### src/rtl/user_obi_demux_wd.sv
// OBI subordinate demultiplexer with address decoder, built-in error sink and a
// per-target response watchdog that retires hung transactions and isolates the target.
module user_obi_demux_wd #(
    parameter int unsigned          AddrWidth     = 32,
    parameter int unsigned          DataWidth     = 32,
    parameter int unsigned          IdWidth       = 4,
    parameter int unsigned          NumPorts      = 4,
    parameter int unsigned          NumMaxTrans   = 2,
    parameter int unsigned          TimeoutCycles = 1024,
    parameter logic [DataWidth-1:0] ErrData       = 32'hBADCAB1E
) (
    input  logic                              clk_i,
    input  logic                              rst_ni,
    // rule i occupies bits [i*2*AddrWidth +: 2*AddrWidth] as {start_addr, end_addr}
    input  logic [NumPorts*2*AddrWidth-1:0]   addr_map_i,
    input  logic [NumPorts-1:0]               port_en_i,
    input  logic                              hung_clear_i,
    // upstream request
    input  logic                              sbr_port_req_i,
    input  logic [AddrWidth-1:0]              sbr_port_addr_i,
    input  logic                              sbr_port_we_i,
    input  logic [DataWidth/8-1:0]            sbr_port_be_i,
    input  logic [DataWidth-1:0]              sbr_port_wdata_i,
    input  logic [IdWidth-1:0]                sbr_port_aid_i,
    // upstream response
    output logic                              sbr_port_gnt_o,
    output logic                              sbr_port_rvalid_o,
    output logic [DataWidth-1:0]              sbr_port_rdata_o,
    output logic                              sbr_port_err_o,
    output logic [IdWidth-1:0]                sbr_port_rid_o,
    // downstream requests: per-port req, shared a-channel payload
    output logic [NumPorts-1:0]               mgr_ports_req_o,
    output logic [AddrWidth-1:0]              mgr_ports_addr_o,
    output logic                              mgr_ports_we_o,
    output logic [DataWidth/8-1:0]            mgr_ports_be_o,
    output logic [DataWidth-1:0]              mgr_ports_wdata_o,
    output logic [IdWidth-1:0]                mgr_ports_aid_o,
    // downstream responses
    input  logic [NumPorts-1:0]               mgr_ports_gnt_i,
    input  logic [NumPorts-1:0]               mgr_ports_rvalid_i,
    input  logic [NumPorts*DataWidth-1:0]     mgr_ports_rdata_i,
    input  logic [NumPorts-1:0]               mgr_ports_err_i,
    input  logic [NumPorts*IdWidth-1:0]       mgr_ports_rid_i,
    output logic [NumPorts-1:0]               hung_o,
    output logic                              timeout_irq_o
);

    localparam int unsigned PortW = $clog2(NumPorts + 1);
    localparam int unsigned CntW  = $clog2(NumMaxTrans + 1);
    localparam int unsigned PtrW  = (NumMaxTrans > 1) ? $clog2(NumMaxTrans) : 1;
    localparam int unsigned WdW   = $clog2(TimeoutCycles);
    localparam int unsigned RuleW = 2 * AddrWidth;
    localparam logic [PortW-1:0] ErrIdx = PortW'(NumPorts);

    typedef enum logic [1:0] {
        IDLE,
        BUSY,
        FLUSH
    } state_e;

    state_e               state_q, state_d;
    logic [PortW-1:0]     tgt, cur_tgt_q;
    logic [CntW-1:0]      cnt_q;
    logic [IdWidth-1:0]   fifo_q [NumMaxTrans];
    logic [PtrW-1:0]      wr_ptr_q, rd_ptr_q;
    logic [WdW-1:0]       wd_q;
    logic [NumPorts-1:0]  hung_q;
    logic                 err_rsp_q, irq_q, clr_pend_q;

    logic                 found, tgt_gnt, issue_ok, hs, pop, tgt_rvalid, flush_entry;
    logic                 clr_req, clr_blocked;
    logic                 sel_rvalid, sel_err;
    logic [DataWidth-1:0] sel_rdata;
    logic [IdWidth-1:0]   sel_rid;

    function automatic logic [PtrW-1:0] ptr_inc(input logic [PtrW-1:0] p);
        if (p == PtrW'(NumMaxTrans - 1)) return '0;
        return p + PtrW'(1);
    endfunction

    // Lowest enabled, non-hung port whose rule covers the address wins.
    always_comb begin
        tgt   = ErrIdx;
        found = 1'b0;
        for (int unsigned i = 0; i < NumPorts; i++) begin
            if (!found && port_en_i[i] && !hung_q[i]
                && sbr_port_addr_i >= addr_map_i[i*RuleW+AddrWidth +: AddrWidth]
                && sbr_port_addr_i <  addr_map_i[i*RuleW +: AddrWidth]) begin
                tgt   = PortW'(i);
                found = 1'b1;
            end
        end
    end

    always_comb begin
        tgt_gnt    = (tgt == ErrIdx);
        sel_rvalid = 1'b0;
        sel_err    = 1'b0;
        sel_rdata  = '0;
        sel_rid    = '0;
        for (int unsigned i = 0; i < NumPorts; i++) begin
            if (tgt == PortW'(i)) tgt_gnt = mgr_ports_gnt_i[i];
            if (cur_tgt_q == PortW'(i)) begin
                sel_rvalid = mgr_ports_rvalid_i[i] && !hung_q[i];
                sel_err    = mgr_ports_err_i[i];
                sel_rdata  = mgr_ports_rdata_i[i*DataWidth +: DataWidth];
                sel_rid    = mgr_ports_rid_i[i*IdWidth +: IdWidth];
            end
        end
    end

    // Responses only count while a transaction is outstanding; stale ones are dropped.
    assign tgt_rvalid = (state_q == BUSY) && sel_rvalid;

    assign issue_ok = (state_q != FLUSH)
                      && ((cnt_q == '0)
                          || ((tgt == cur_tgt_q) && (cnt_q < CntW'(NumMaxTrans))));

    assign hs  = sbr_port_req_i & sbr_port_gnt_o;
    assign pop = sbr_port_rvalid_o;

    assign flush_entry = (state_q == BUSY) && (cur_tgt_q != ErrIdx)
                         && (wd_q == WdW'(TimeoutCycles - 1)) && !tgt_rvalid && !hs;

    always_ff @(posedge clk_i or negedge rst_ni) begin
        if (!rst_ni) state_q <= IDLE;
        else         state_q <= state_d;
    end

    always_comb begin
        state_d = state_q;
        unique case (state_q)
            IDLE:    if (hs) state_d = BUSY;
            BUSY: begin
                if (flush_entry)                              state_d = FLUSH;
                else if ((cnt_q == CntW'(1)) && pop && !hs)  state_d = IDLE;
            end
            FLUSH:   if (cnt_q == CntW'(1)) state_d = IDLE;
            default: state_d = IDLE;
        endcase
    end

    always_comb begin
        sbr_port_gnt_o    = 1'b0;
        mgr_ports_req_o   = '0;
        mgr_ports_addr_o  = '0;
        mgr_ports_we_o    = 1'b0;
        mgr_ports_be_o    = '0;
        mgr_ports_wdata_o = '0;
        mgr_ports_aid_o   = '0;
        sbr_port_rvalid_o = 1'b0;
        sbr_port_err_o    = 1'b0;
        sbr_port_rdata_o  = '0;
        sbr_port_rid_o    = '0;

        if (sbr_port_req_i && issue_ok) begin
            sbr_port_gnt_o = tgt_gnt;
            for (int unsigned i = 0; i < NumPorts; i++) begin
                if (tgt == PortW'(i)) mgr_ports_req_o[i] = 1'b1;
            end
        end
        if (mgr_ports_req_o != '0) begin
            mgr_ports_addr_o  = sbr_port_addr_i;
            mgr_ports_we_o    = sbr_port_we_i;
            mgr_ports_be_o    = sbr_port_be_i;
            mgr_ports_wdata_o = sbr_port_wdata_i;
            mgr_ports_aid_o   = sbr_port_aid_i;
        end

        if ((state_q == FLUSH) || err_rsp_q) begin
            sbr_port_rvalid_o = 1'b1;
            sbr_port_err_o    = 1'b1;
            sbr_port_rdata_o  = ErrData;
            sbr_port_rid_o    = fifo_q[rd_ptr_q];
        end else if (tgt_rvalid) begin
            sbr_port_rvalid_o = 1'b1;
            sbr_port_err_o    = sel_err;
            sbr_port_rdata_o  = sel_rdata;
            sbr_port_rid_o    = sel_rid;
        end
    end

    // A clear arriving during a flush is held until the flush has completed.
    assign clr_req     = hung_clear_i | clr_pend_q;
    assign clr_blocked = (state_q == FLUSH) | flush_entry;

    always_ff @(posedge clk_i or negedge rst_ni) begin
        if (!rst_ni) begin
            cnt_q      <= '0;
            cur_tgt_q  <= '0;
            wr_ptr_q   <= '0;
            rd_ptr_q   <= '0;
            wd_q       <= '0;
            hung_q     <= '0;
            err_rsp_q  <= 1'b0;
            irq_q      <= 1'b0;
            clr_pend_q <= 1'b0;
            for (int unsigned i = 0; i < NumMaxTrans; i++) fifo_q[i] <= '0;
        end else begin
            if (hs) begin
                fifo_q[wr_ptr_q] <= sbr_port_aid_i;
                wr_ptr_q         <= ptr_inc(wr_ptr_q);
                cur_tgt_q        <= tgt;
            end
            if (pop) rd_ptr_q <= ptr_inc(rd_ptr_q);

            if (hs && !pop)      cnt_q <= cnt_q + CntW'(1);
            else if (!hs && pop) cnt_q <= cnt_q - CntW'(1);

            err_rsp_q <= hs && (tgt == ErrIdx);
            irq_q     <= flush_entry;

            // The watchdog measures silence since the last issue or response.
            if ((state_q != BUSY) || (cur_tgt_q == ErrIdx) || tgt_rvalid || hs) wd_q <= '0;
            else if (wd_q != '1)                                               wd_q <= wd_q + WdW'(1);

            if (clr_req && !clr_blocked) begin
                hung_q     <= '0;
                clr_pend_q <= 1'b0;
            end else if (clr_req) begin
                clr_pend_q <= 1'b1;
            end
            if (flush_entry) begin
                for (int unsigned i = 0; i < NumPorts; i++) begin
                    if (cur_tgt_q == PortW'(i)) hung_q[i] <= 1'b1;
                end
            end
        end
    end

    assign hung_o        = hung_q;
    assign timeout_irq_o = irq_q;

endmodule

### config.mk
export PLATFORM = sky130hd
export DESIGN_NAME = user_obi_demux_wd
export DESIGN_NICKNAME = d
export VERILOG_FILES = /design/src/rtl/user_obi_demux_wd.sv
export SDC_FILE = /design/constraint.sdc
export NUM_CORES = 1
export LEC_CHECK = 0
export ABC_AREA = 0
export CORE_AREA = 10 10 232 234
export DETAILED_ROUTE_END_ITERATION = 10
export DIE_AREA = 0 0 242 244
export SYNTH_ARGS = -nofsm -noshare
export SYNTH_HDL_FRONTEND = slang
export SYNTH_SLANG_ARGS = --single-unit
### constraint.sdc
create_clock -name clk_i -period 11.45 [get_ports clk_i]
set_input_delay 2.29 -clock clk_i [delete_from_list [all_inputs] [get_ports clk_i]]
set_output_delay 2.29 -clock clk_i [all_outputs]
set_load 0.02 [all_outputs]
=== After elaboration in Yosys (flattened, before gate mapping) ===
Cells that the tools add are included.
Widths: inputs -> output; s select.

* Bits in registers: 34
* Input bits: 493
* Output and inout port bits: 121
* Logic and storage cells: 190

* Add/subtract/negate cells: 5
* Order comparisons: 12
* Equal/unequal tests: 20
* Mux-type cells: 77
* Bitwise logic cells: 5
* Reduce and logical (&&, ||, !) cells: 59

{| class="wikitable"
|+ Operators with widths
! operator !! count
|-
| $mux 32 || 8
|-
| $ge 32x32->1 || 4
|-
| $lt 32x32->1 || 4
|-
| $mux 4 || 15
|-
| $mux 1 || 39
|-
| $logic_and 1x1->1 || 34
|-
| $mux 10 || 2
|-
| $eq 3x2->1 const B || 4
|-
| $mux 2 || 6
|-
| $mux 3 || 4
|-
| $logic_not 1->1 || 11
|-
| $add 10x1->10 const B || 1
|-
| $eq 10x10->1 const B || 1
|-
| $ne 10x10->1 const B || 1
|-
| $bwmux 8 || 1
|-
| $eq 3x1->1 const B || 2
|-
| $eq 3x3->1 const B || 2
|-
| $logic_not 3->1 || 2
|-
| $ne 2x2->1 const B || 3
|-
| $pmux 2 s3 || 1
|-
| $reduce_bool 2->1 || 3
|-
| $logic_or 1x1->1 || 5
|-
| $demux 4 s1 || 1
|-
| $eq 2x1->1 const B || 2
|-
| other kinds (17) || 22
|}

=== Longest topological paths before layout ===
Gate-level depths: netlist of the first run.

* Depth in word-level cells: 38
* Mapped depth: 18
* Depth with buffers taken out: 15

=== Worst setup path before layout of the first run ===
No wires, ideal clock.

* Path type: input to output
* From: in sbr_port_addr_i[0]
* To: out mgr_ports_aid_o[0]
* Arrival: 5526 ps
* Required time: 9160 ps
* Setup slack: 3634 ps
* Stages: 14
* Path buffers: 2
* Cells stage by stage: inv_1 ha_1 nand2b_1 a2111oi_0 or4_1 o2111ai_1 a2111oi_2 o22ai_1 or3b_2 o311a_1 buf_6 nor4b_4 clkbuf_2 and2_1

* Cells in the longest elaborated chain, start to end: 30
* Elaborated cells on any way between the ends: 48
* Classes of those cells: 8 x order compare; 4 x eq/ne; 13 x mux; 23 x reduce/logical

{| class="wikitable"
|+ RTL lines
! what !! line !! text
|-
| from (decl) || 20 || <nowiki>input logic [AddrWidth-1:0] sbr_port_addr_i,</nowiki>
|-
| $ge 32x32->1 || 87 || <nowiki>&& sbr_port_addr_i >= addr_map_i[i*RuleW+AddrWidth +: AddrWidth]</nowiki>
|-
| $logic_and 1x1->1 || 87 ||
|-
| $logic_and 1x1->1 || 88 || <nowiki>&& sbr_port_addr_i < addr_map_i[i*RuleW +: AddrWidth]) begin</nowiki>
|-
| $mux 1 || 86 || <nowiki>if (!found && port_en_i[i] && !hung_q[i]</nowiki>
|-
| $logic_not 1->1 || 86 ||
|-
| $logic_and 1x1->1 (2 in series) || 86 ||
|-
| $logic_and 1x1->1 || 87 ||
|-
| $logic_and 1x1->1 || 88 ||
|-
| [... 13 more ...] || -- ||
|-
| $eq 3x3->1 || 117 || <nowiki>|| ((tgt == cur_tgt_q) && (cnt_q < CntW'(NumMaxTrans))));</nowiki>
|-
| $logic_and 1x1->1 || 117 ||
|-
| $logic_or 1x1->1 || 117 ||
|-
| $logic_and 1x1->1 || 116 || <nowiki>&& ((cnt_q == '0)</nowiki>
|-
| $logic_and 1x1->1 || 156 || <nowiki>if (sbr_port_req_i && issue_ok) begin</nowiki>
|-
| $mux 4 * || 156 ||
|-
| $reduce_bool 4->1 * || 162 || <nowiki>if (mgr_ports_req_o != '0) begin</nowiki>
|-
| $mux 4 * || 162 ||
|-
| to (decl) || 37 || <nowiki>output logic [IdWidth-1:0] mgr_ports_aid_o,</nowiki>
|}

Every way passes the cells marked *; elsewhere a longest branch is shown, timed or not.

=== Final worst setup path of the first run ===
* From: in sbr_port_addr_i[14]
* To: out mgr_ports_wdata_o[29]

* Cells in the longest elaborated chain, start to end: 30
* Elaborated cells on any way between the ends: 48
* Classes of those cells: 8 x order compare; 4 x eq/ne; 13 x mux; 23 x reduce/logical

{| class="wikitable"
|+ RTL lines
! what !! line !! text
|-
| $ge 32x32->1 || 87 ||
|-
| $logic_and 1x1->1 || 87 ||
|-
| $logic_and 1x1->1 || 88 ||
|-
| $mux 1 || 86 ||
|-
| $logic_not 1->1 || 86 ||
|-
| $logic_and 1x1->1 (2 in series) || 86 ||
|-
| $logic_and 1x1->1 || 87 ||
|-
| $logic_and 1x1->1 || 88 ||
|-
| [... 13 more ...] || -- ||
|-
| $eq 3x3->1 || 117 ||
|-
| $logic_and 1x1->1 || 117 ||
|-
| $logic_or 1x1->1 || 117 ||
|-
| $logic_and 1x1->1 || 116 ||
|-
| $logic_and 1x1->1 || 156 ||
|-
| $mux 4 * || 156 ||
|-
| $reduce_bool 4->1 * || 162 ||
|-
| $mux 32 * || 162 ||
|-
| to (decl) || 36 || <nowiki>output logic [DataWidth-1:0] mgr_ports_wdata_o,</nowiki>
|}

Marks and branches as above.

==> results of run 1 <==
-- state kept, by name, summed over array words and instances (netlist names) --
signal,flops
cur_tgt_q,3
wr_ptr_q,1
clr_pend_q,1
hung_o,4
rd_ptr_q,1
err_rsp_q,1
cnt_q,2
fifo_q,8
state_q,2
wd_q,10
timeout_irq_o,1
-- worst register-to-register path: cells and delay by family, from the launching register on --
kind / cells / cell delay [ns]
AOI/OAI and AO/OA: 5 / 1.42
adders and majority gates: 1 / 0.38
buffers and inverters: 1 / 0.25
DFF: 1 / 0.49
and+or+nand+nor: 6 / 1.30
-- routing by layer --
metal,track usage (%),vias to the layer above
met4,8.67,12
met1,21.1,5626
met2,33.9,551
li1,-,5899
met5,0,-
met3,5.88,102
-- area by class of cell --
type / count / area [µm²] / area share [%]
multi-input cells: 998 / 8000 / 46.8
repair buffers: 624 / 6220 / 36.4
inverters: 267 / 1000 / 5.87
flip-flops and latches: 34 / 853 / 4.99
well taps: 672 / 841 / 4.92
clock buffers: 5 / 125 / 0.732
diodes: 15 / 37.5 / 0.220
clock inverters: 2 / 10.0 / 0.0586
-- worst min-delay path by stage --
stage	startpoint	to	slack [ns]	depth (start not counted)
CTS	state_q[1]	state_q[0]	0.44	1
global route	state_q[1]	state_q[0]	0.46	1
detailed placement	state_q[1]	state_q[0]	0.43	1
finish	state_q[1]	state_q[0]	0.44	1
global placement	state_q[1]	state_q[0]	0.43	1
floorplan	state_q[1]	state_q[0]	0.41	1
-- stage by stage --
stage | utilization (%) | setup slack (ns) | hold WS (ns) | area, µm² | cells
after floorplan | - | 3.63 | 0.414 | 10000 | 1338
after global placement | 34.2 | 1.01 | 0.433 | 16900 | 2595
after detailed placement | 34.2 | 0.939 | 0.434 | 16900 | 2595
after CTS | 34.5 | 0.914 | 0.444 | 17000 | 2602
after global routing | 34.5 | 0.410 | 0.459 | 17100 | 2616
final | 34.6 | 1.05 | 0.443 | 17100 | 2617
-- layout by cell type, fill, tap and decap left out, types with 21 or more instances in the layout --
cell type	n
nor2b_1	21
nand4_1	30
ha_1	256
dfrtp_1	32
clkdlybuf4s50_1	613
a21oi_1	94
o21ai_0	65
nand3_1	38
and2_2	53
inv_1	266
nor2_1	42
a211oi_1	23
nand2_1	109
nor3_1	29
-- power groups by stage --
stage | clock network [mW] | logic (mW) | registers, mW
2_1_floorplan | 0 | 0.714 | 0.171
3_3_place_gp | 0 | 1.23 | 0.200
3_5_place_dp | 0 | 1.25 | 0.201
4_1_cts | 0.129 | 1.26 | 0.199
5_1_grt | 0.134 | 1.35 | 0.204
6_report | 0.127 | 1.25 | 0.199
-- logic make-up (layout without fill, tap and decap cells) --
family,count (synthesis),in the layout
and+or+nand+nor,398,398
buffers and inverters,306,898
AOI/OAI and AO/OA,295,295
adders and majority gates,256,256
muxes,39,39
DFF,34,34
xor gates and xnor gates,10,10
other,0,15
==> impl_metrics.ini, run 1 <==
[outcome]
status = finished clean

[cts]
cts_resized = 0
clkLatencyLatePin_ns = 0.28
hold_buffers = 0
clk_pin_slew_worst_paths_ns = 0.05
cts_setup_buffers = 0
cts_buffers = 5
clock-sinks = 34
cts_tree = done
ctsHtreeMaxLevel = 2
cts_root_buf = clkbuf_16
clock_path_buffers = 2

[synth]
ys_types = 76
syn_area_per_cell_um2 = 7.49
synth_nets = 2087
synth_top_family_by_area = adder cells
async_flop_share_pct = 100
synthFlopType = dfrtp_1
synth_top_area_share_pct = 32.0
synth_compound_area_share_pct = 18.6
synth_seq_area_share_pct = 8.49
synth_edf_count = 0
synthAdderAreaFrac_pct = 32.0
synth.most_common_cell = inv_1
synth_area_um2 = 10000
synth_xor_area_share_pct = 0.874
yosys.area_share.simple_pct = 21.8
ys_ff_latch = 34
synth_area_leader_cell = ha_1
yosys_warnings = 0
netlist_top_cells_count = inv_1 (266), ha_1 (256), nand2_1 (109), a21oi_1 (94), o21ai_0 (66)
synth_top_cells_by_area = ha_1 (32%), inv_1 (10%), dfrtp_1 (8.5%)
netlist_instances = 1338
synthMuxAreaShare_pct = 6.49

[power]
p_clk_share_pct = 8.0
powerDensity_nw_per_um2 = 92.2
p_switching_mw = 0.754
p_comb_share_pct = 79.4
p_leak_nw = 7.95
p_sw_share_pct = 47.9
p_total_mw = 1.58
p_int_mw = 0.822
pwr-share-seq_pct = 12.6
ir_drop_mv = 0.0743

[routing]
drtIter0Drc = 633
vias_per_cell = 4.66
met3WireLength_mm = 4.98
drt-pass1-iter-count = 4
postRouteAntennaNets = 0
wl_met2_mm = 29.7
drt-met1-wl_mm = 23.3
highest_layer = met5
drc = 0
vias = 12200
avgRoutedWirePerCell_um = 23.0
routed_wl_mm = 60.2

[sta]
clock_skew_ns = 0.00288
maxClockFrequency_mhz = 96.2
tightest_slew_ns = 1.10
rsz0062_at_grt = false
slew_violations = 0
fin_crit_sh_pct = 90.8
setup_tns_ns = 0
setup_viol = 0
final-hold-violation-count = 0
slew_headroom_pct = 26.9
period_minus_slack_ns = 10.40

[finish]
drive_gt1_share_pct = 5.96
syn2layout_area_growth_pct = 70.5
final_nets = 2679
fillCellCount = 5233

[grt]
grt-ovfl-total = 0
grt_max_degree = 51
antenna_found_initial = 32
grt_usage_pct = 19.3
grt_pass1_vias = 12800
grt_pass1_wl_mm = 86.0

[worst_setup_path]
cp_cell_sequence = clkdlybuf4s50_1, ha_1, nand2_1, o21ai_0, a41o_1, nand3_1, a31oi_1, o22ai_1, or2_1, o311a_1, nor4b_4, buf_4, and2_2, clkdlybuf4s50_1
reg2reg_from = hung_o[1]
critical_path_depth = 14
cp.required_ns = 9.16
cp_slowest_stage_delay_ns = 0.83
end_kind = primary output
setup.worst_path.end = mgr_ports_wdata_o[29]
path_common_cell = clkdlybuf4s50_1
cp_max_fo = 50
r2r_cells = 13
worstReg2RegEnd = cnt_q[1]
path_delay_family = compound AO/OA/AOI/OAI gates
ff2ff_setup_slack_ns = 7.49
critical_path_buf_inv_count = 3
critPathArrivalTime_ns = 8.11
crit_type = in -> out
cp-start-kind = primary input
critPathLaunch = sbr_port_addr_i[14]
slowest_stage = clkdlybuf4s50_1

[worst_hold_path]
hold_class = reg -> reg

[job]
cap_violations = 0

[floorplanning]
rows = 82
ios = 614
die_h_um = 244
die_area_um2 = 59000
die_w_um = 242
core_um2 = 49500
initial_core_util_pct = 20.3

[placed_design]
hpwl_mm = 53.1
portBuffers = 613
gp_congestion = 0.897
(Power assumes the default switching activity.)
==> run 2, diff against run 1 <==
- CORE_AREA: 10 10 232 234 -> 2 2 237 239
- DIE_AREA: 0 0 242 244 -> 0 0 239 241
==> impl_metrics.ini, run 2 (same netlist as run 1, synthesis figures left out) <==
[grt]
grt_pass1_wl_mm = 80.7
grt_usage_pct = 19.0
grt_max_degree = 54
grt_pass1_vias = 12700
antenna_found_initial = 13
grt-ovfl-total = 0

[routing]
avgRoutedWirePerCell_um = 21.7
wl_met2_mm = 29.0
vias_per_cell = 4.61
drt-pass1-iter-count = 5
vias = 12300
drtIter0Drc = 534
drt-met1-wl_mm = 23.2
met3WireLength_mm = 3.82
drc = 0
highest_layer = met5
postRouteAntennaNets = 0
routed_wl_mm = 57.8

[cts]
clock_path_buffers = 2
ctsHtreeMaxLevel = 2
clock-sinks = 34
cts_resized = 0
clkLatencyLatePin_ns = 0.28
cts_root_buf = clkbuf_16
cts_tree = done
clk_pin_slew_worst_paths_ns = 0.05
hold_buffers = 0
cts_buffers = 5
cts_setup_buffers = 0

[power]
p_leak_nw = 8.02
powerDensity_nw_per_um2 = 92.7
p_switching_mw = 0.765
pwr-share-seq_pct = 12.7
p_int_mw = 0.834
p_comb_share_pct = 79.1
p_sw_share_pct = 47.9
p_clk_share_pct = 8.2
ir_drop_mv = 0.0575

[worst_setup_path]
cp.required_ns = 9.16
critical_path_depth = 15
slowest_stage = a2111oi_2
end_kind = primary output
critPathArrivalTime_ns = 7.97
setup.worst_path.end = mgr_ports_addr_o[3]
path_common_cell = clkdlybuf4s50_1
cp_max_fo = 53
critPathLaunch = sbr_port_addr_i[0]
reg2reg_from = hung_o[1]
cp-start-kind = primary input
critical_path_buf_inv_count = 4
cp_slowest_stage_delay_ns = 0.75
crit_type = in -> out
r2r_cells = 13
path_delay_family = compound AO/OA/AOI/OAI gates
worstReg2RegEnd = cnt_q[1]
ff2ff_setup_slack_ns = 7.03
cp_cell_sequence = clkdlybuf4s50_1, inv_1, ha_1, nand2b_1, a2111oi_0, or4_1, o2111ai_1, a2111oi_2, o22ai_1, or2_1, o311a_1, nor4b_4, buf_4, and2_2, clkdlybuf4s50_1

[finish]
fin_cells = 2659
final_common_cell = clkdlybuf4s50_1
final_nets = 2694
syn2layout_area_growth_pct = 72.0
largest-register = wd_q
final_cell_mix = clkdlybuf4s50_1 (613), inv_1 (266), ha_1 (256), nand2_1 (109), a21oi_1 (94)
fin_area_um2 = 17200
drive_gt1_share_pct = 6.63
largest_register_ffs = 10

[job]
cap_violations = 0

[sta]
setup_viol = 0
maxClockFrequency_mhz = 97.4
final-hold-violation-count = 0
tightest_slew_ns = 0.969
setup_slack_ns = 1.19
slew_headroom_pct = 35.4
slew_violations = 0
setup_tns_ns = 0
clock_skew_ns = 0.00667
rsz0062_at_grt = false
fin_crit_sh_pct = 89.6
period_minus_slack_ns = 10.26

[placed_design]
dpl_cell_area_um2 = 17100
dpl_worst_slack_ns = 1.01
hpwl_mm = 50.6
gp_congestion = 0.937
portBuffers = 613
place_inst = 2642

[floorplanning]
die_h_um = 241
die_area_um2 = 57600
ios = 614
core_um2 = 54900
initial_core_util_pct = 18.3
die_w_um = 239
rows = 86

[worst_hold_path]
hold_class = reg -> reg

[outcome]
status = finished clean
[run 2: layout make-up]
cell class                 count  area (µm²)
sequential                    34         853
tap                          704         881
antenna                       10        25.0
inverter                     267        1000
fill                        5835       37600
multi-input combinational    998        8000
clock buffer                   7         143
timing repair buffer         639        6330
[run 2: stage by stage]
step / total power [mW] / utilization [%] / hold slack [ns]
after detailed placement: 1.47 / 31.1 / 0.462
after global placement: 1.45 / 31.1 / 0.431
after global routing: 1.71 / 31.4 / 0.486
final: 1.60 / 31.4 / 0.472
after floorplan: 0.885 / - / 0.414
after CTS: 1.61 / 31.4 / 0.469
[run 2: how the worst min path moves through the flow]
stage	from	end	slack, ns	cells after the start
after floorplan	state_q[1]	state_q[0]	0.41	1
after global placement	state_q[1]	state_q[0]	0.43	1
after detailed placement	state_q[1]	state_q[0]	0.46	1
after CTS	state_q[1]	state_q[0]	0.47	1
after global routing	state_q[1]	state_q[0]	0.49	1
final	state_q[1]	state_q[0]	0.47	1
[run 2: power by group through the flow]
stage          combinational (mW)  sequential (mW)  clock, mW
2_1_floorplan               0.714            0.171          0
3_5_place_dp                 1.26            0.205          0
4_1_cts                      1.27            0.203      0.133
3_3_place_gp                 1.25            0.203          0
5_1_grt                      1.37            0.209      0.136
6_report                     1.26            0.203      0.131
[run 2: per-layer routing]
metal | global-route usage [%] | vias up
li1 | - | 5940
met1 | 21.8 | 5700
met2 | 34.9 | 541
met3 | 3.39 | 77
met4 | 7.18 | 6
met5 | 0 | -
[run 2: worst register-to-register path, cell delays in order, from the launching register on]
cell and delay, ns:
dfrtp_1 0.49, nor2_1 0.18, nand2_1 0.06, a221o_1 0.26
nor3_1 0.68, o21ai_1 0.31, o22ai_1 0.37, or2_1 0.27
o311a_1 0.51, or3_1 0.38, inv_2 0.25, ha_1 0.39
nand2_1 0.08, o21ai_0 0.08
